<file path="src/rtl/stim_player.sv">
// Stimulus sequencer: a host loads a small table of drive entries with hold
// counts, then the block replays them cycle-accurately onto registered outputs.
module stim_player #(
  parameter int DEPTH = 16,
  parameter int CNT_W = 8
) (
  input  logic                         clock,
  input  logic                         reset,
  input  logic                         ld_valid,
  output logic                         ld_ready,
  input  logic [7:0]                   ld_in1,
  input  logic                         ld_in2,
  input  logic                         ld_in3,
  input  logic [CNT_W-1:0]             ld_rep,
  input  logic                         clear,
  input  logic                         start,
  input  logic                         stop,
  input  logic                         loop,
  output logic [7:0]                   drv_in1,
  output logic                         drv_in2,
  output logic                         drv_in3,
  output logic                         drv_valid,
  output logic                         busy,
  output logic                         done,
  output logic [$clog2(DEPTH+1)-1:0]   count
);

  // state | meaning
  // IDLE  | table loadable, waiting for start
  // PLAY  | sequencing entries; drive outputs follow one cycle behind idx
  typedef enum logic {IDLE, PLAY} state_t;

  localparam int CW = $clog2(DEPTH + 1);
  localparam int IW = $clog2(DEPTH);
  localparam int EW = 10 + CNT_W;

  logic [EW-1:0]    tbl [DEPTH];
  state_t           state, state_nxt;
  logic [IW-1:0]    idx, idx_nxt;
  logic [CNT_W-1:0] hc, hc_nxt;
  logic             loop_q, loop_nxt;
  logic             fin_q, fin_nxt;
  logic [CW-1:0]    count_nxt;
  logic             load_en;
  logic             last;
  logic             drv_valid_nxt;
  logic [EW-1:0]    cur;
  logic [EW-1:0]    nxt_ent;
  logic [EW-1:0]    first_ent;

  assign busy      = (state == PLAY);
  assign ld_ready  = !busy && (count < CW'(DEPTH)) && !clear && !start;
  assign load_en   = ld_valid && ld_ready;
  assign cur       = tbl[idx];
  assign nxt_ent   = tbl[idx + IW'(1)];
  assign first_ent = tbl[0];
  assign last      = ({1'b0, idx} == (count - CW'(1)));

  // Drive stage is registered from the current entry, so it trails idx by one cycle.
  assign drv_valid_nxt = (state == PLAY) && !stop;

  always_comb begin
    state_nxt = state;
    idx_nxt   = idx;
    hc_nxt    = hc;
    loop_nxt  = loop_q;
    fin_nxt   = 1'b0;
    count_nxt = count;

    if (!busy && clear)
      count_nxt = '0;
    else if (load_en)
      count_nxt = count + CW'(1);

    case (state)
      IDLE: begin
        if (start && !stop) begin
          // A same-cycle clear empties the table first, so this is an empty start.
          if (count == '0 || clear) begin
            fin_nxt = 1'b1;
          end else begin
            state_nxt = PLAY;
            loop_nxt  = loop;
            idx_nxt   = '0;
            hc_nxt    = first_ent[CNT_W-1:0];
          end
        end
      end
      PLAY: begin
        if (stop) begin
          state_nxt = IDLE;
        end else if (hc != '0) begin
          hc_nxt = hc - CNT_W'(1);
        end else if (!last) begin
          idx_nxt = idx + IW'(1);
          hc_nxt  = nxt_ent[CNT_W-1:0];
        end else if (loop_q) begin
          idx_nxt = '0;
          hc_nxt  = first_ent[CNT_W-1:0];
        end else begin
          state_nxt = IDLE;
          fin_nxt   = 1'b1;
        end
      end
      default: state_nxt = IDLE;
    endcase
  end

  always_ff @(posedge clock or posedge reset) begin
    if (reset) begin
      state     <= IDLE;
      idx       <= '0;
      hc        <= '0;
      loop_q    <= 1'b0;
      fin_q     <= 1'b0;
      done      <= 1'b0;
      count     <= '0;
      drv_valid <= 1'b0;
      drv_in1   <= '0;
      drv_in2   <= 1'b0;
      drv_in3   <= 1'b0;
    end else begin
      state     <= state_nxt;
      idx       <= idx_nxt;
      hc        <= hc_nxt;
      loop_q    <= loop_nxt;
      fin_q     <= fin_nxt;
      done      <= fin_q;
      count     <= count_nxt;
      drv_valid <= drv_valid_nxt;
      {drv_in1, drv_in2, drv_in3} <= drv_valid_nxt ? cur[EW-1:CNT_W] : 10'd0;
    end
  end

  // Table storage is deliberately not reset.
  always_ff @(posedge clock) begin
    if (load_en)
      tbl[count[IW-1:0]] <= {ld_in1, ld_in2, ld_in3, ld_rep};
  end

endmodule

</file>
<file path="config.mk">
export PLATFORM = sky130hd
export DESIGN_NAME = stim_player
export DESIGN_NICKNAME = d
export VERILOG_FILES = /design/src/rtl/stim_player.sv
export SDC_FILE = /design/constraint.sdc
export NUM_CORES = 1
export LEC_CHECK = 0
export BUFFER_PORTS_ARGS = -buffer_cell sky130_fd_sc_hd__buf_2
export CAP_MARGIN = 20
export CORE_MARGIN = 4
export CORE_UTILIZATION = 40
export CTS_CLUSTER_SIZE = 16
export DETAILED_ROUTE_END_ITERATION = 8
export PLACE_DENSITY = 0.61
export SLEW_MARGIN = 10
export SYNTH_ARGS = -nofsm -noshare
export SYNTH_HDL_FRONTEND = slang
export SYNTH_SLANG_ARGS = --single-unit
</file>
<file path="constraint.sdc">
create_clock -name clock -period 3.7 [get_ports clock]
set_input_delay 0.185 -clock clock [delete_from_list [all_inputs] [get_ports clock]]
set_output_delay 0.185 -clock clock [all_outputs]
set_load 0.02 [all_outputs]
</file>
* Yosys cells after proc, flatten, opt, wreduce, memory -nomap -nowiden *
Memory sizes are Yosys's and may differ from the RTL's.
Cells that the tools add are included.

operators by class
  $add $sub $neg = 4
  $mul = 0
  divide/modulo/power cells = 0
  order comparisons = 1
  eq/ne operators = 7
  shift operators = 0
  mux-type cells = 33
  bitwise gates (word level) = 2
  reductions and logical operators = 18

operators by type and width
  cell                                                                      number
  8-bit two-way mux                                                         6
  4-bit two-way mux                                                         6
  8-bit case mux with 2 select lines                                        1
  1-bit two-way mux                                                         14
  10-bit two-way mux                                                        1
  5-bit two-way mux                                                         2
  2-bit inequality test (second input constant)                             4
  4-bit case mux with 2 select lines                                        1
  8-bit nonzero test                                                        1
  8-bit by 1-bit subtractor with 8-bit output (second input constant)       1
  1-bit logical AND                                                         7
  5-bit by 1-bit adder with 5-bit output (second input constant)            1
  4-bit by 5-bit equality test with 1-bit output                            1
  5-bit zero test                                                           1
  5-bit less-than comparator (second input constant)                        1
  5-bit AND reduction                                                       1
  5-bit by 1-bit subtractor with 5-bit output (second input constant)       1
  4-bit by 1-bit adder with 4-bit output (second input constant)            1
  1-bit zero test                                                           4
  4-bit by 3-bit inequality test with 1-bit output (second input constant)  1
  1-bit case mux with 2 select lines                                        2
  4-bit AND reduction                                                       1
  3-bit inequality test (second input constant)                             1
  3-bit AND reduction                                                       1
  other kinds (3)                                                           4

storage, ports and cells
  bits in registers = 32
  latch bits = 0
  RAM bits = 288
  memory bits (read-only) = 0
  memories kept = 1

memory list
  name  depth  bits a word  read ports  clocked after memory_dff  write ports  RTL line  RTL
  tbl   16     18           3           0                         1            37        logic [EW-1:0] tbl [DEPTH];

* Longest topological paths before layout *
Gate-level depths: netlist (run 1).

  word-level depth = 7
  depth in mapped cells = 9
  mapped depth without buffers = 9

* Worst setup path before layout (run 1) *
Ideal clock, no wire load.

  path type = register to register
  start point = reg count[4]
  end point = mem tbl[3][0] in the netlist's numbering, enable pin
  library setup time = 0.416 ns
  data arrival time = 3.196 ns
  setup slack = 0.089 ns
  cell stages (with the launch flop) = 6
  buffers on the path = 1
  period minus slack after synthesis = 3.611 ns
  cells stage by stage = dfrtp_1 > nor4_1 > and2_1 > clkbuf_1 > nand2_1 > nor3_1

on the way
  cells in the longest elaborated chain, start to end = 7

RTL lines
  item                                     RTL line  RTL
  start, declared                          25        output logic [$clog2(DEPTH+1)-1:0] count
  start signal, assigned                   129       count <= count_nxt;
  5-bit less-than comparator               52        assign ld_ready = !busy && (count < CW'(DEPTH)) && !clear && !start;
  1-bit logical AND (3 in series)          52
  named net ld_ready                       10        output logic ld_ready,
  1-bit logical AND                        53        assign load_en = ld_valid && ld_ready;
  1-bit two-way mux                        137       if (load_en)
  1-bit two-way mux (not written as such)  138       tbl[count[IW-1:0]] <= {ld_in1, ld_in2, ld_in3, ld_rep};
  end, declared                            37

The timed path passes the listed nets, and every way through them passes these cells.

* Worst setup path in the final report (run 1) *
  start point = reg count[0]
  end point = reg idx[1]

on the way
  cells in the longest elaborated chain, start to end = 6
  elaborated cells on any way between the ends = 11
  those cells by class = add/sub: 1; eq/ne: 3; mux: 4; reduce/logical: 3

RTL lines
  item                                            RTL line  RTL
  5-bit by 1-bit subtractor with 5-bit output     57        assign last = ({1'b0, idx} == (count - CW'(1)));
  4-bit by 5-bit equality test with 1-bit output  57
  4-bit two-way mux                               94        end else if (!last) begin
  4-bit two-way mux                               92        end else if (hc != '0) begin
  4-bit two-way mux                               90        if (stop) begin
  4-bit case mux with 2 select lines              75        case (state)
  end signal, assigned                            124       idx <= idx_nxt;
  end, declared                                   39        logic [IW-1:0] idx, idx_nxt;

Parallel ways exist; a longest one is shown, timed or not. The select of a mux whose other input is x is not followed.
A chain may end at the register's enable or synchronous reset.

==> impl_metrics.toml, run 1 <==
[grt]
grtUsageMet3_pct = 3.85
antenna_found_initial = 2
grt_max_degree = 43
gr-usage-met1_pct = 21.9
grt-ovfl-total = 0
grt_busiest_layer = "met2"
grt_usage_pct = 16.0
globalRouteMet2Util_pct = 26.1
grt_pass1_vias = 6636
grt_first_pass_wirelength_um = 42000

[synthesis]
synthesis.area_um2 = 12800
postSynthAreaPerCell_um2 = 20.5
yosysSeqAreaShare_pct = 74.0
synth.area.top_cells = "edfxtp_1, mux4_2, dfrtp_1"
synth_top_area_cell = "edfxtp_1"
async_flop_share_pct = 10.0
synth_top_area_share_pct = 67.7
syn-num-nets = 656
synth_edf_count = 288
synthCells = 624
ys_types = 50
synth-main-ff-cell = "edfxtp_1"
synth_seq_cells = 320
ys_warn_count = 0

[die]
fp-row-count = 65
io_pins = 44
die_h_um = 187
core_um2 = 31600
die_w_um = 187
initial_core_util_pct = 40.5
dieArea_um2 = 34900

[routing]
vias = 6349
viasPerCell = 5.61
drtAntennaViolNets = 0
wire_per_inst_um = 24.9
routed_wirelength_um = 28100
drt_iter0_markers = 461
drc_errors = 0
first_pass_iters = 4

[critical_path]
worst_ep_required_time_ps = 4080
crit_family = "compound AO/OA/AOI/OAI gates"
crit_path_end = "idx[1]"
path_max_fanout = 15
crit_cells = 8
end_kind = "register"
crit_buf_inv = 1
slowest_stage = "a211o_1"
ff2ff_setup_slack_ps = 640
crit_type = "register to register"
critical_path.reg2reg.startpoint = "count[0]"
r2r-end = "idx[1]"
path_cells = "inv_1 -> ha_1 -> o21ba_1 -> a221o_1 -> a211o_1 -> o21a_1 -> o21ai_1 -> mux2_2"
reg2reg_depth = 8
cp.arrival_ps = 3430
critPathMaxStageDelay_ps = 530
cp-start-kind = "register"
critPathLaunch = "count[0]"

[power]
ir_drop_mv = 0.532
pwr-share-clk_pct = 39.8
cellPowerDensity_nw_per_um2 = 547
swShare_pct = 21.7
power_leakage_uw = 0.00480
p_int_uw = 6310
power_frac_comb_pct = 9.1
seq_power_share_pct = 51.1
switching_power_uw = 1740

[place]
port_buffers = 43
placed_area_um2 = 13600
place_inst = 1067
dp_hpwl_um = 15500
routabilityCongestion = 0.814

[sta]
period_needed_ps = 3060
rsz0062_at_grt = "no"
finalHoldViolCount = 0
finClkSkew_ps = 9.90
tightestPinTransition_ps = 704
max_slew_margin_pct = 53.0
setup-tns-final_ps = 0
fin_crit_sh_pct = 82.6
finalSetupViolCount = 0
drv_slew = 0
fmax_mhz = 327
hold_ws_ps = 57.4

[cells_and_area]
final_area_um2 = 14700
drive_above_1_share_pct = 32.6
final_common_cell = "edfxtp_1"
final_util_pct = 46.7
fill_cells = 2625
nets = 737
layoutNonFillerInstCount = 1131
area.growth.synth_to_final_pct = 15.2
mostFrequentLayoutCells = "edfxtp_1, mux4_2, buf_2"

[clocking]
clock_latency_ps = 500
h-tree-depth = 2
cts_resized = 0
cts-root-buf = "clkbuf_16"
cts_tree = "done"
path_clk_slew_ps = 60
max-clock-path-buffers = 3
cts_buffers = 34
postCtsSetupBuffers = 0
clkSinkCount = 320

[flow_run]
drv_cap = 0

[worst_hold_path]
holdCritStartpoint = "ld_in2"
hold_path_class = "input pin to register"

[status]
status = "finished, final reports clean"
-- what timing repair did --
| action | 4_1_cts | 5_1_grt |
|---|---|---|
| setup endpoints to repair | 0 | 0 |
| hold buffers | 4 | 0 |
| hold endpoints to repair | 35 | 0 |
-- worst register-to-register path, delay by kind of cell (launching register included) --
family	cells	cell delay [ps]
fa+ha+maj	1	290
mux	1	380
buf+inv	1	120
compound gates	5	1650
flops	1	500
-- cells by family (layout without fill, tap and decap cells) --
kind of cell	after synthesis	in the layout	share of synthesized area [%]
flip-flops	320	320	74.0
multiplexers	99	99	16.6
AO/OA/AOI/OAI	45	45	2.45
adder cells (fa/ha/maj)	7	7	0.686
AND/OR/NAND/NOR	101	101	3.98
other	0	1	0
XOR/XNOR	12	12	0.882
buffers and inverters	40	144	1.48
-- registers in the layout, summed over array words and instances, names as in the netlist --
signal / cells
busy: 1
drv_valid: 1
drv_in3: 1
count: 5
drv_in1: 8
drv_in2: 1
tbl: 288
loop_q: 1
done: 1
idx: 4
fin_q: 1
hc: 8
-- cells in the mapped netlist (all sizes together), types with 4 or more instances --
cell and instances:
edfxtp 288, mux4 89, nor2 38, dfrtp 32, clkbuf 17, buf 15, nand2 13, o21ai 12
and2 11, nor3 9, a21oi 8, inv 8, ha 7, a31oi 6, mux2 6, xnor2 6
xor2 6, nand3 5, mux2i 4, nand2b 4, nor4b 4
-- through the flow --
| step | total power [uW] | setup slack, ps |
|---|---|---|
| detailed placement | 4930 | 604 |
| finish | 8050 | 645 |
| global placement | 4900 | 613 |
| global route | 8370 | 455 |
| CTS | 8150 | 589 |
| floorplan | 4700 | 88.6 |
-- power by group through the flow --
stage | logic, uW | registers, uW | clock network [uW]
finish | 735 | 4110 | 3200
global route | 801 | 4130 | 3440
detailed placement | 740 | 4180 | 0
floorplan | 562 | 4140 | 0
global placement | 723 | 4180 | 0
CTS | 743 | 4110 | 3290
-- per-layer routing --
metal / part of all wire (%) / routed length, um
met3: 6.9 / 1950
met1: 42 / 11800
met5: 0.025 / 7
met2: 49 / 13700
met4: 2.3 / 648
-- cell type report --
cell class / instances / area [um2] / share of cell area (%)
clock inverter: 15 / 118 / 0.799
multi-input combinational: 264 / 3190 / 21.7
tap: 402 / 503 / 3.42
antenna: 1 / 2.50 / 0.0170
clock buffer: 44 / 940 / 6.38
timing repair buffer: 77 / 480 / 3.26
inverter: 8 / 30.0 / 0.204
sequential: 320 / 9450 / 64.2
-- worst min-delay path by stage --
stage / to / cells past startpoint / slack, ps
finish: tbl[7][9] / 1 / 60
detailed placement: done / 0 / 340
global route: tbl[7][9] / 1 / 50
CTS: tbl[11][9] / 1 / 30
global placement: loop_q / 3 / 340
floorplan: fin_q / 1 / 250
Note: power is estimated with default switching activity, not from simulation.
==> inputs of run 2 (changes only) <==
--- a/config.mk
+++ b/config.mk
@@ -5,6 +5,7 @@
 export SDC_FILE = /design/constraint.sdc
 export NUM_CORES = 1
 export LEC_CHECK = 0
+export ABC_AREA = 1
 export BUFFER_PORTS_ARGS = -buffer_cell sky130_fd_sc_hd__buf_2
 export CAP_MARGIN = 20
 export CORE_MARGIN = 4
==> constraint.sdc (replaced) <==
create_clock -name clock -period 2.88 [get_ports clock]
set_input_delay 0.144 -clock clock [delete_from_list [all_inputs] [get_ports clock]]
set_output_delay 0.144 -clock clock [all_outputs]
set_load 0.02 [all_outputs]
==> impl_metrics.toml, run 2 <==
[synthesis]
synth.most_common_cell = "edfxtp_1"
synth_top_area_share_pct = 63.4
synth.area.mux_share_pct = 0
postSynthAreaPerCell_um2 = 11.4
async_flop_share_pct = 10.0
synth_top_family_by_area = "simple AND/OR/NAND/NOR gates"
synth.area.top_cells = "edfxtp_1, dfrtp_1, nand2_1"
synth_xor_area_share_pct = 0.514
netlist_top_cells_count = "edfxtp_1, nand2_1, nor2_1"
syn-num-nets = 1232
ys_types = 34
synth-main-ff-cell = "edfxtp_1"
yosysSeqAreaShare_pct = 69.3
synth_compound_area_share_pct = 8.00
ys_warn_count = 0
synth_seq_cells = 320
synthesis.area_um2 = 13600
synth_fa_ha_area_share_pct = 0.642
synthCells = 1200
synth_edf_count = 288
synth_top_area_cell = "edfxtp_1"
synth-simple-area-share_pct = 16.8

[place]
port_buffers = 43
routabilityCongestion = 0.901
dp_hpwl_um = 19400

[worst_hold_path]
hold_path_end = "tbl[5][2]"
holdCritStartpoint = "ld_rep[2]"
holdPathStages = 1
hold_path_class = "input pin to register"

[routing]
viasPerCell = 5.21
wire_per_inst_um = 19.2
routed_wirelength_um = 33400
drc_errors = 0
drt_iter0_markers = 926
vias = 9091
drtAntennaViolNets = 0
first_pass_iters = 5

[sta]
finalSetupViolCount = 0
drv_slew = 0
finalHoldViolCount = 0
period_needed_ps = 2350
fin_crit_sh_pct = 81.7
hold_ws_ps = 18.0
max_slew_margin_pct = 59.1
rsz0062_at_grt = "no"
fmax_mhz = 425
setup-tns-final_ps = 0
finClkSkew_ps = 19.0
tightestPinTransition_ps = 610

[die]
dieArea_um2 = 37100
initial_core_util_pct = 40.6
fp-row-count = 67
core_um2 = 33600
io_pins = 44
die_w_um = 193
die_h_um = 193

[critical_path]
ff2ff_setup_slack_ps = 530
slowest_stage = "dfrtp_1"
worst_ep_required_time_ps = 3330
path_cells = "inv_2 -> ha_1 -> inv_1 -> nand2_1 -> nand2_1 -> nand2_1 -> nand2_1 -> nor2_4 -> nand4_4 -> nand2_4 -> inv_4 -> nor2_2 -> nor2_2"
cp-start-kind = "register"
critical_path.reg2reg.startpoint = "count[0]"
crit_type = "register to register"
r2r-end = "hc[7]"
reg2reg_depth = 13
path_max_fanout = 10
path_common_cell = "nand2_1"
critPathMaxStageDelay_ps = 480
end_kind = "register"
cp.arrival_ps = 2800

[cells_and_area]
mostFrequentLayoutCells = "edfxtp_1, nand2_1, nor2_1"
nets = 1304
drive_above_1_share_pct = 15.2
n_antenna_cell = 0
area.growth.synth_to_final_pct = 15.2
final_common_cell = "edfxtp_1"
largest_reg_flops = 288

[grt]
gr-usage-met1_pct = 27.3
grt_first_pass_wirelength_um = 51900
grt_pass1_vias = 8717
grt_busiest_layer = "met2"
globalRouteMet2Util_pct = 28.3
grt_max_degree = 81
grtUsageMet3_pct = 2.50
antenna_found_initial = 0
grt_usage_pct = 18.1
grt-ovfl-total = 0

[clocking]
cts_tree = "done"
cts-root-buf = "clkbuf_16"
cts_resized = 0
h-tree-depth = 1
path_clk_slew_ps = 60
cts_hold_buf = 21
clock_latency_ps = 570
postCtsSetupBuffers = 0
cts_buffers = 31
max-clock-path-buffers = 3
clkSinkCount = 320

[status]
status = "finished, final reports clean"

[power]
power_leakage_uw = 0.00590
ir_drop_mv = 0.479
cellPowerDensity_nw_per_um2 = 647

[flow_run]
drv_cap = 0
run 2: cell types whose count changed in the layout (fill, tap and decap cells not counted), moves of 17 or more:
| cell | delta |
|---|---|
| mux4_2 | -89 |
| nor2_1 | +138 |
| o21ai_0 | +91 |
| dlygate4sd3_1 | +17 |
| o221ai_1 | +27 |
| nand3_1 | +89 |
| nand2_1 | +199 |
| inv_1 | +76 |
| nor2_2 | +24 |
run 2: how the worst max path moves through the flow:
stage                         from  slack (ps)  cells past startpoint         end
after detailed placement    idx[0]         560                     11       hc[4]
after global placement      idx[0]         550                     10       hc[2]
final                     count[0]         530                     13       hc[7]
after floorplan               busy          80                      8  tbl[15][0]
after global routing        idx[0]         350                     11       hc[1]
after CTS                   idx[0]         540                     11       hc[4]
run 2: routing by layer:
layer / part of all wire [%] / vias up / wire length (um)
met4: 1.6 / 0 / 537
met5: 0 / - / 0
met2: 46 / 311 / 15500
met3: 6.6 / 43 / 2190
met1: 46 / 4439 / 15200
li1: - / 4298 / -
run 2: metrics by stage:
stage / cells / area [um2] / setup WS, ps / util (%) / power (uW)
3_3_place_gp: 1666 / 14500 / 550 / 43.1 / 6140
5_1_grt: 1744 / 15700 / 348 / 46.7 / 10600
3_5_place_dp: 1666 / 14500 / 563 / 43.1 / 6140
4_1_cts: 1744 / 15700 / 538 / 46.7 / 10200
2_1_floorplan: 1200 / 13600 / 81.9 / - / 5880
6_report: 1744 / 15700 / 527 / 46.7 / 10200
run 2: critical path, delay by kind of cell, from the launching register on:
kind	cells	cell delay [ps]
adder cells (fa/ha/maj)	1	310
AND/OR/NAND/NOR	9	1140
flip-flops	1	480
buffers and inverters	3	320
run 2: power by group:
group / internal, uW / leakage (uW) / switching, uW / total, uW
Clock: 2400 / 0.000497 / 1700 / 4100
Sequential: 5140 / 0.00301 / 75.0 / 5210
Combinational: 276 / 0.00239 / 582 / 858
run 2: kinds of logic after synthesis:
| kind of cell | after synthesis |
|---|---|
| fa+ha+maj | 7 |
| simple gates | 529 |
| compound gates | 185 |
| flops | 320 |
| buf+inv | 154 |
| xor+xnor | 5 |
run 2: final cells by class:
| cell class | instances | area, um2 |
|---|---|---|
| Multi-Input combinational cell | 726 | 3590 |
| Sequential cell | 320 | 9450 |
| Inverter | 93 | 354 |
| Clock inverter | 16 | 183 |
| Tap cell | 448 | 561 |
| Fill cell | 2998 | 17900 |
| Clock buffer | 41 | 843 |
| Timing Repair Buffer | 100 | 733 |
==> inputs of run 3 (changes only) <==
--- a/config.mk
+++ b/config.mk
@@ -5,14 +5,14 @@
 export SDC_FILE = /design/constraint.sdc
 export NUM_CORES = 1
 export LEC_CHECK = 0
-export ABC_AREA = 1
+export ABC_AREA = 0
 export BUFFER_PORTS_ARGS = -buffer_cell sky130_fd_sc_hd__buf_2
 export CAP_MARGIN = 20
 export CORE_MARGIN = 4
 export CORE_UTILIZATION = 40
 export CTS_CLUSTER_SIZE = 16
 export DETAILED_ROUTE_END_ITERATION = 8
-export PLACE_DENSITY = 0.61
+export PLACE_DENSITY = 0.64
 export SLEW_MARGIN = 10
 export SYNTH_ARGS = -nofsm -noshare
 export SYNTH_HDL_FRONTEND = slang
==> constraint.sdc (replaced) <==
create_clock -name clock -period 1.99 [get_ports clock]
set_input_delay 0.0995 -clock clock [delete_from_list [all_inputs] [get_ports clock]]
set_output_delay 0.0995 -clock clock [all_outputs]
set_load 0.02 [all_outputs]
==> impl_metrics.toml, run 3 (synthesis results as in run 1) <==
[grt]
grt-ovfl-total = 0
grt_pass1_vias = 7121
antenna_found_initial = 0
grt_first_pass_wirelength_um = 45100
grt_usage_pct = 16.9
grt_max_degree = 33

[critical_path]
crit_type = "register to register"
critPathLaunch = "idx[0]"
critical_path.reg2reg.startpoint = "idx[0]"
worst_ep_required_time_ps = 2430
cp-start-kind = "register"
cp.arrival_ps = 2850
ff2ff_setup_slack_ps = -420
path_max_fanout = 8
end_kind = "register"

[status]
violations = "setup timing"
status = "finished, violations left"

[clocking]
cts-root-buf = "clkbuf_16"
h-tree-depth = 1
max-clock-path-buffers = 3
cts_tree = "done"
cts_buffers = 31
clkSinkCount = 320
clock_latency_ps = 570
path_clk_slew_ps = 70

[power]
cellPowerDensity_nw_per_um2 = 935
p_total_uw = 15400
ir_drop_mv = 0.814
power_leakage_uw = 0.00548

[die]
core_um2 = 31600
dieArea_um2 = 34900
io_pins = 44
initial_core_util_pct = 40.5
die_h_um = 187
die_w_um = 187
fp-row-count = 65

[sta]
tightestPinTransition_ps = 451
finalSetupViolCount = 23
fmax_mhz = 415
hold_ws_ps = 27.2
setup-tns-final_ps = -6770
max_slew_margin_pct = 69.8
finalWorstSetupSlack_ps = -418
period_needed_ps = 2410
fin_crit_sh_pct = 121
drv_slew = 0
finalHoldViolCount = 0
rsz0062_at_grt = "yes"
finClkSkew_ps = 17.2

[cells_and_area]
final_util_pct = 52.3
nets = 845
drive_above_1_share_pct = 43.4
n_antenna_cell = 0
final_common_cell = "edfxtp_1"
area.growth.synth_to_final_pct = 29.1
mostFrequentLayoutCells = "edfxtp_1, mux4_2, buf_4"
largest_reg_flops = 288

[place]
routabilityCongestion = 0.869
dp_hpwl_um = 17700
dp_slack_ps = -476
port_buffers = 43

[routing]
drtAntennaViolNets = 0
viasPerCell = 5.50
drt_iter0_markers = 508
drc_errors = 0
wire_per_inst_um = 24.3
vias = 6792
routed_wirelength_um = 30000
first_pass_iters = 5

[flow_run]
drv_cap = 0

[worst_hold_path]
hold_path_class = "input pin to async pin"
[run 3: cell types whose count changed in the layout (fill, tap and decap cells not counted), sizes merged, moves of 11 or more]
cell,delta
nand2,-210
nor2,-165
o21ai,-97
nand3,-95
mux4,+89
inv,-86
buf,+82
o221ai,-27
o22ai,-15
a21oi,-12
and2,+11
[run 3: stage by stage]
step	instances	cell area, um2
final	1234	16500
after global routing	1234	16500
after CTS	1220	16200
after detailed placement	1134	14700
after global placement	1134	14700
after floorplan	624	13100
[run 3: cell type report]
type	instances	area, um2
fillers	2476	15100
flip-flops and latches	320	9460
multi-input cells	264	3500
repair buffers	188	1990
clock buffers	37	798
well taps	402	503
clock inverters	15	205
inverters	8	30.0
[run 3: where the power goes]
group | leakage (uW) | internal [uW] | switching, uW
clock | 0.000481 | 3380 | 2430
combinational | 0.00199 | 1160 | 887
sequential | 0.00300 | 7450 | 117
[run 3: worst paths after layout]
kind / end / cells past startpoint
min in group clock: loop_q / 3
setup / recovery: hc[7] / 8
max in group asynchronous: count[4] / 5
hold / removal: drv_in1[7] / 3
setup reg to reg: hc[7] / 8
hold reg to reg: done / 0
[run 3: critical path: stages, from the launching register on]
cell	delay [ps]
dfrtp_4	500
ha_4	320
buf_8	140
buf_4	110
mux4_2	280
mux4_2	520
and3_4	200
o21ai_2	120
a31oi_1	90
[run 3: per-layer routing]
layer  global-route usage [%]  wire length (um)
met5                        0                 0
met4                     3.33               513
met3                     3.16              1790
met2                     27.9             14800
met1                     23.9             12900
[run 3: what timing repair did]
item,CTS,global route
hold buffers,23,1
pin swaps,8,8
setup buffers,10,9
gates resized for setup,46,18
setup endpoints to repair,85,97
hold endpoints to repair,310,1
cloned,2,3
